`config.mk`:
```
export PLATFORM = sky130hd
export DESIGN_NAME = seg_595_scan
export DESIGN_NICKNAME = d
export VERILOG_FILES = /design/src/rtl/seg_pkg.sv /design/src/rtl/seg_595_scan_bcd_seq.sv /design/src/rtl/seg_595_scan.sv
export SDC_FILE = /design/constraint.sdc
export NUM_CORES = 1
export LEC_CHECK = 0
export CORE_ASPECT_RATIO = 0.7
export CORE_MARGIN = 5
export CORE_UTILIZATION = 45
export CTS_CLUSTER_DIAMETER = 200
export DETAILED_ROUTE_END_ITERATION = 16
export GPL_ROUTABILITY_DRIVEN = 0
export PLACE_DENSITY = 0.74
export SLEW_MARGIN = 10
export SYNTH_ARGS = -nofsm -noshare
export SYNTH_HDL_FRONTEND = slang
export SYNTH_SLANG_ARGS = --single-unit
```
`constraint.sdc`:
```
create_clock -name sys_clk -period 9.4 [get_ports sys_clk]
set_input_delay 0.94 -clock sys_clk [delete_from_list [all_inputs] [get_ports sys_clk]]
set_output_delay 0.94 -clock sys_clk [all_outputs]
set_load 0.1 [all_outputs]
```
`src/rtl/seg_pkg.sv`:
```
// Segment codes, converter state type and sizing helpers shared by the
// 74HC595 seven-segment scan path.
package seg_pkg;

  localparam logic [7:0] SEG_0     = 8'hC0;
  localparam logic [7:0] SEG_1     = 8'hF9;
  localparam logic [7:0] SEG_2     = 8'hA4;
  localparam logic [7:0] SEG_3     = 8'hB0;
  localparam logic [7:0] SEG_4     = 8'h99;
  localparam logic [7:0] SEG_5     = 8'h92;
  localparam logic [7:0] SEG_6     = 8'h82;
  localparam logic [7:0] SEG_7     = 8'hF8;
  localparam logic [7:0] SEG_8     = 8'h80;
  localparam logic [7:0] SEG_9     = 8'h90;
  localparam logic [7:0] SEG_MINUS = 8'hBF;
  localparam logic [7:0] SEG_BLANK = 8'hFF;

  typedef enum logic [1:0] {IDLE, SHIFT, DONE} bcd_state_t;

  function automatic logic [63:0] pow10(input int n);
    logic [63:0] r;
    r = 64'd1;
    for (int i = 0; i < n; i++) r = r * 64'd10;
    return r;
  endfunction

  // one segment byte followed by the digit select field
  function automatic int frame_w(input int dig_num);
    return 8 + dig_num;
  endfunction

  function automatic logic [7:0] seg_code(input logic [3:0] d);
    case (d)
      4'd0:    return SEG_0;
      4'd1:    return SEG_1;
      4'd2:    return SEG_2;
      4'd3:    return SEG_3;
      4'd4:    return SEG_4;
      4'd5:    return SEG_5;
      4'd6:    return SEG_6;
      4'd7:    return SEG_7;
      4'd8:    return SEG_8;
      4'd9:    return SEG_9;
      default: return SEG_BLANK;
    endcase
  endfunction

endpackage

```
`src/rtl/seg_595_scan_bcd_seq.sv`:
```
// Sequential double-dabble converter: one shift per cycle, DATA_W cycles per
// conversion, result held on bcd after done until the next start.
module bcd_seq
  import seg_pkg::*;
#(
  parameter int DATA_W  = 20,
  parameter int DIG_NUM = 6
) (
  input  logic                   clk,
  input  logic                   rst,
  input  logic                   start,
  input  logic [DATA_W-1:0]      data,
  output logic                   done,
  output logic [DIG_NUM*4-1:0]   bcd
);
  localparam int CW = $clog2(DATA_W + 1);

  bcd_state_t           state, state_nx;
  logic [DATA_W-1:0]    bin;
  logic [CW-1:0]        cnt;
  logic [DIG_NUM*4-1:0] adj;

  always_comb begin
    state_nx = state;
    case (state)
      IDLE:    if (start) state_nx = SHIFT;
      SHIFT:   if (cnt == CW'(DATA_W - 1)) state_nx = DONE;
      DONE:    state_nx = IDLE;
      default: state_nx = IDLE;
    endcase
  end

  assign done = (state == DONE);

  always_comb begin
    adj = bcd;
    for (int i = 0; i < DIG_NUM; i++)
      if (bcd[i*4 +: 4] >= 4'd5) adj[i*4 +: 4] = bcd[i*4 +: 4] + 4'd3;
  end

  // digits above DIG_NUM are dropped; the top level flags that as overflow
  always_ff @(posedge clk) begin
    if (rst) begin
      state <= IDLE;
      bin   <= '0;
      cnt   <= '0;
      bcd   <= '0;
    end else begin
      state <= state_nx;
      if (state == IDLE && start) begin
        bin <= data;
        bcd <= '0;
        cnt <= '0;
      end else if (state == SHIFT) begin
        bcd <= {adj[DIG_NUM*4-2:0], bin[DATA_W-1]};
        bin <= bin << 1;
        cnt <= cnt + CW'(1);
      end
    end
  end

endmodule

```
`src/rtl/seg_595_scan.sv`:
```
// Binary value to multiplexed seven-segment display through chained 74HC595s.
// Define SEG_DIM_EN to add the bright[3:0] input and PWM dimming on oe.
module seg_595_scan
  import seg_pkg::*;
#(
  parameter int DIG_NUM  = 6,
  parameter int DATA_W   = 20,
  parameter int SCAN_CNT = 50000,
  parameter int SHCP_DIV = 2
) (
  input  logic               sys_clk,
  input  logic               sys_rst,
  input  logic [DATA_W-1:0]  data,
  input  logic [DIG_NUM-1:0] point,
  input  logic               sign,
  input  logic               seg_en,
`ifdef SEG_DIM_EN
  input  logic [3:0]         bright,
`endif
  output logic               stcp,
  output logic               shcp,
  output logic               ds,
  output logic               oe
);
  localparam int FW  = frame_w(DIG_NUM);
  localparam int SCW = $clog2(SCAN_CNT);
  localparam int IW  = (DIG_NUM > 1) ? $clog2(DIG_NUM) : 1;
  localparam int DW  = (SHCP_DIV > 1) ? $clog2(SHCP_DIV) : 1;
  localparam int HW  = $clog2(2 * FW + 1);
  localparam logic [63:0] OVF_TH = pow10(DIG_NUM);

  logic [SCW-1:0] scan_cnt;
  logic [IW-1:0]  dig_idx;
  logic           slot_start, frame_end;

  assign slot_start = (scan_cnt == '0);
  assign frame_end  = (scan_cnt == SCW'(SCAN_CNT - 1)) && (dig_idx == IW'(DIG_NUM - 1));

  always_ff @(posedge sys_clk) begin
    if (sys_rst) begin
      scan_cnt <= '0;
      dig_idx  <= '0;
    end else if (scan_cnt == SCW'(SCAN_CNT - 1)) begin
      scan_cnt <= '0;
      dig_idx  <= (dig_idx == IW'(DIG_NUM - 1)) ? '0 : dig_idx + IW'(1);
    end else begin
      scan_cnt <= scan_cnt + SCW'(1);
    end
  end

  logic                 cv_done;
  logic [DIG_NUM*4-1:0] cv_bcd;

  bcd_seq #(.DATA_W(DATA_W), .DIG_NUM(DIG_NUM)) u_bcd (
    .clk   (sys_clk),
    .rst   (sys_rst),
    .start (frame_end),
    .data  (data),
    .done  (cv_done),
    .bcd   (cv_bcd)
  );

  // Display state is swapped on the last cycle of a frame so every slot of
  // the following frame renders the same value.
  logic                 res_new, cap_ovf, disp_vld, disp_ovf, disp_sign;
  logic [DIG_NUM*4-1:0] disp_bcd;
  logic [DIG_NUM-1:0]   disp_pt;

  always_ff @(posedge sys_clk) begin
    if (sys_rst) begin
      res_new   <= 1'b0;
      cap_ovf   <= 1'b0;
      disp_vld  <= 1'b0;
      disp_ovf  <= 1'b0;
      disp_sign <= 1'b0;
      disp_bcd  <= '1;
      disp_pt   <= '0;
    end else begin
      if (frame_end) cap_ovf <= (64'(data) >= OVF_TH);
      if (cv_done) res_new <= 1'b1;
      else if (frame_end && res_new) begin
        res_new   <= 1'b0;
        disp_vld  <= 1'b1;
        disp_ovf  <= cap_ovf;
        disp_bcd  <= cv_bcd;
        disp_pt   <= point;
        disp_sign <= sign;
      end
    end
  end

  logic [7:0]         seg;
  logic [DIG_NUM-1:0] sel;
  logic [3:0]         nib;
  int                 msd, idx;

  always_comb begin
    msd = 0;
    idx = int'(dig_idx);
    nib = disp_bcd[3:0];
    for (int i = 1; i < DIG_NUM; i++) begin
      if (disp_bcd[i*4 +: 4] != 4'd0) msd = i;
      if (idx == i) nib = disp_bcd[i*4 +: 4];
    end
    if (!disp_vld)     seg = SEG_BLANK;
    else if (disp_ovf) seg = SEG_MINUS;
    else begin
      if (idx <= msd)                        seg = seg_code(nib);
      else if (disp_sign && idx == msd + 1)  seg = SEG_MINUS;
      else                                   seg = SEG_BLANK;
      if (disp_pt[dig_idx]) seg[7] = 1'b0;
    end
    if (!seg_en) seg = SEG_BLANK;
    sel = seg_en ? (DIG_NUM'(1) << dig_idx) : '0;
  end

  // half counts shcp half-periods: even = low, odd = high; after the last
  // bit one extra half-period carries the stcp pulse.
  logic [FW-1:0] sr;
  logic          sh_act, armed;
  logic [DW-1:0] div;
  logic [HW-1:0] half;

  always_ff @(posedge sys_clk) begin
    if (sys_rst) begin
      sr <= '0; sh_act <= 1'b0; div <= '0; half <= '0; armed <= 1'b0;
      stcp <= 1'b0; shcp <= 1'b0; ds <= 1'b0;
    end else if (slot_start) begin
      sr <= {seg, sel}; ds <= seg[7]; sh_act <= 1'b1;
      div <= '0; half <= '0; shcp <= 1'b0; stcp <= 1'b0;
    end else if (sh_act) begin
      if (div == DW'(SHCP_DIV - 1)) begin
        div  <= '0;
        half <= half + HW'(1);
        if (half == HW'(2 * FW)) begin
          stcp <= 1'b0; sh_act <= 1'b0; armed <= 1'b1;
        end else if (!half[0]) begin
          shcp <= 1'b1;
        end else begin
          shcp <= 1'b0;
          if (half == HW'(2 * FW - 1)) stcp <= 1'b1;
          else begin
            sr <= sr << 1;
            ds <= sr[FW-2];
          end
        end
      end else begin
        div <= div + DW'(1);
      end
    end
  end

  logic oe_on;
`ifdef SEG_DIM_EN
  logic [3:0] pre, pwm;
  always_ff @(posedge sys_clk) begin
    if (sys_rst) begin
      pre <= '0;
      pwm <= '0;
    end else begin
      pre <= pre + 4'd1;
      if (pre == 4'hF) pwm <= pwm + 4'd1;
    end
  end
  assign oe_on = armed && seg_en && (pwm < bright);
`else
  assign oe_on = armed && seg_en;
`endif

  always_ff @(posedge sys_clk) begin
    if (sys_rst) oe <= 1'b1;
    else         oe <= !oe_on;
  end

endmodule
```
==> out/summary.txt <==
htree depth - 4
initial antenna violation count - 0
fraction of registers with async set or reset after synthesis - 0%
drt wl/cell - 13.86 µm
Leak - 2.700 nW
pre-CTS setup slack - 6.202 ns
Max Freq - 0.3144 GHz
number of buffers inserted by hold repair at cts - 0
clock sink count - 130
# resized after CTS - 0
Yosys warnings - 0
# rows - 36
hold_sp - armed
die height - 110.7 µm
ranking of synthesized cells by area - dfxtp_1 (40%), a21oi_1 (5.8%), nand2_1 (5.4%), ha_1 (5.2%), nor2_1 (4.6%)
top cell types by occurrence after synthesis - dfxtp_1 (130), nand2_1 (93), nor2_1 (80)
Final Skew - 0.008512 ns
CTS tree - yes
Filler Cell Count - 1331
Setup violations, final - 0
WP data required - 9.66 ns
PD cells - 170.9 nW/µm²
Clock Path Buffers - 2
peak fanout along the critical path - 29
Peak VDD IR - 0.1224 mV
Initial Util - 46.39%
Syn Nets - 834
die width - 153.9 µm
count leader, synth - dfxtp_1
core region area - 14050 µm²
register area - 2603 µm²
Tot GR Track Use - 16.41%
port bufs - 33
Iter 0 DRT Violations - 384
post-synthesis cell type count - 64
first-pass GRT wire length - 23710 µm
die area - 17030 µm²
# Post-CTS Setup Buffers - 0
worst path arrival time - 3.44 ns
final wirelength - 13750 µm
status - completed
hold slack - 0.4139 ns
Layout Nets - 847
Root Driver - clkbuf_16
Num CTS Buffers - 17
post-DR vias/cell - 5.386
share of cells above drive strength 1 - 6.110%
Vias - 5343
Seq/Total Area, Yosys - 39.92%
area delta synth->final - 14.87%
Synth top area share - 39.92%
pin count of the biggest net entering global routing - 83
minimum clock period - 3.181 ns
Hold Path End - oe
Reg-to-Reg Start - dig_idx[2]
vias in the first global route - 4958
Total Power - 1.280 mW
Slew Limit Headroom - 31.77%
top_reg_cell synth - dfxtp_1
endpoints failing hold - 0
max-capacitance violation count - 0
Detail Route Antenna Nets - 0
worst min path class - flip-flop to flip-flop
n_diodes - 0
synthesized instance count - 777
Critical Path Start - dig_idx[2]
dpl hpwl - 9162 µm
Final WS setup - 6.219 ns
synthesis-stage register bit count - 130
clk_lat worst skew - 0.41 ns
leading area contributor after synthesis - dfxtp_1
mean post-synth cell area - 8.391 µm²
Mapped Area - 6520 µm²
post-route setup TNS - 0 ns
io pins - 34
critical path type - flip-flop to flip-flop
WHS Path Cells - 1
DRC Markers - 0
reg2reg setup slack - 6.22 ns
Critical Path Start Type - flip-flop
final cycle utilization of the critical path - 33.84%
CTS clock-pin slew for the worst setup and hold paths - 0.05 ns
Final Max Slew Viols - 0
worst-margin pin slew - 1.023 ns
Reg-to-Reg End - u_bcd.cnt[2]
number of flops mapped to enable cells by yosys - 0
Worst setup EP type - flip-flop
R2R cell count - 6
setup repair after global routing missed its margin - false
grt ovf - 0
multi-input logic area - 3577 µm²
drt pass-1 iters - 6
-- power by group --
group | switching, mW | internal [mW] | leakage (nW)
Clock | 0.236 | 0.415 | 0.278
Combinational | 0.0349 | 0.0266 | 1.37
Sequential | 0.00633 | 0.561 | 1.05
-- cell type report --
class,count,share of cell area [%]
clock buffers,22,5.931
inverters,31,1.554
well taps,190,3.174
flip-flops and latches,130,34.75
multi-input cells,570,47.76
clock inverters,9,1.787
repair buffers,40,5.045
-- per-layer routing --
layer | vias up | GRT usage (%) | wire [µm]
met2 | 143 | 23.30 | 5770
met5 | - | 0 | 0
met1 | 2449 | 24.18 | 7014
li1 | 2734 | - | -
met4 | 0 | 4.882 | 146
met3 | 17 | 4.487 | 815
-- state kept, by name, summed over array words and instances, names as in the netlist --
| signal | count |
|---|---|
| disp_bcd | 24 |
| disp_pt | 6 |
| armed | 1 |
| cap_ovf | 1 |
| disp_vld | 1 |
| sh_act | 1 |
| u_bcd.bcd | 24 |
| disp_sign | 1 |
| ds | 1 |
| stcp | 1 |
| dig_idx | 3 |
| disp_ovf | 1 |
| half | 5 |
| res_new | 1 |
| shcp | 1 |
| sr | 13 |
| div | 1 |
| u_bcd.state | 2 |
| u_bcd.bin | 20 |
| oe | 1 |
| u_bcd.cnt | 5 |
| scan_cnt | 16 |
-- logic make-up after synthesis --
group           Yosys count  synth area share [%]
compound gates          187                 18.94
simple gates            295                 21.70
xor+xnor                 35                 4.702
buf+inv                  77                 5.373
fa+ha+maj                27                 5.181
mux                      26                 4.183
flops                   130                 39.92
-- worst max-delay path by stage --
stage,to,slack [ns],cells after the start
after floorplan,sr[12],6.42,13
after global placement,u_bcd.bcd[20],6.24,6
after detailed placement,u_bcd.cnt[2],6.20,6
after CTS,u_bcd.cnt[2],6.20,6
after global routing,u_bcd.bcd[20],5.89,6
final,u_bcd.cnt[2],6.22,6
-- through the flow --
| stage | std cells | util [%] | cell area (µm²) |
|---|---|---|---|
| floorplan | 777 | - | 6520 |
| global placement | 961 | 49.18 | 6912 |
| detailed placement | 961 | 49.18 | 6912 |
| CTS | 992 | 53.29 | 7490 |
| global route | 992 | 53.29 | 7490 |
| finish | 992 | 53.29 | 7490 |
-- placed cells by master (no fill, tap or decap), drive strengths merged, types with 3 or more instances in the layout --
cell,count
bufinv,3
nand3b,3
clkdlybuf4s50,32
o21ai,26
nand2,93
nor3,15
ha,27
inv,31
or3,8
nand4,7
nand3,17
dfxtp,130
buf,8
nand2b,11
a22oi,18
xor2,21
nor2b,29
nor4b,3
a211o,24
a21o,3
o21a,3
nor3b,5
and2,3
a21oi,76
clkbuf,22
and3,6
mux2i,25
clkinv,5
a31oi,7
xnor2,14
nor4,9
a211oi,9
nor2,81
-- critical path, cell delays in order, from the launching register on --
cell,delay (ns)
dfxtp_1,0.70
nor2b_1,0.64
nand2_1,0.19
nor4b_4,0.23
buf_4,0.32
or2_1,0.83
nor2_1,0.12
(Power assumes the default switching activity.)
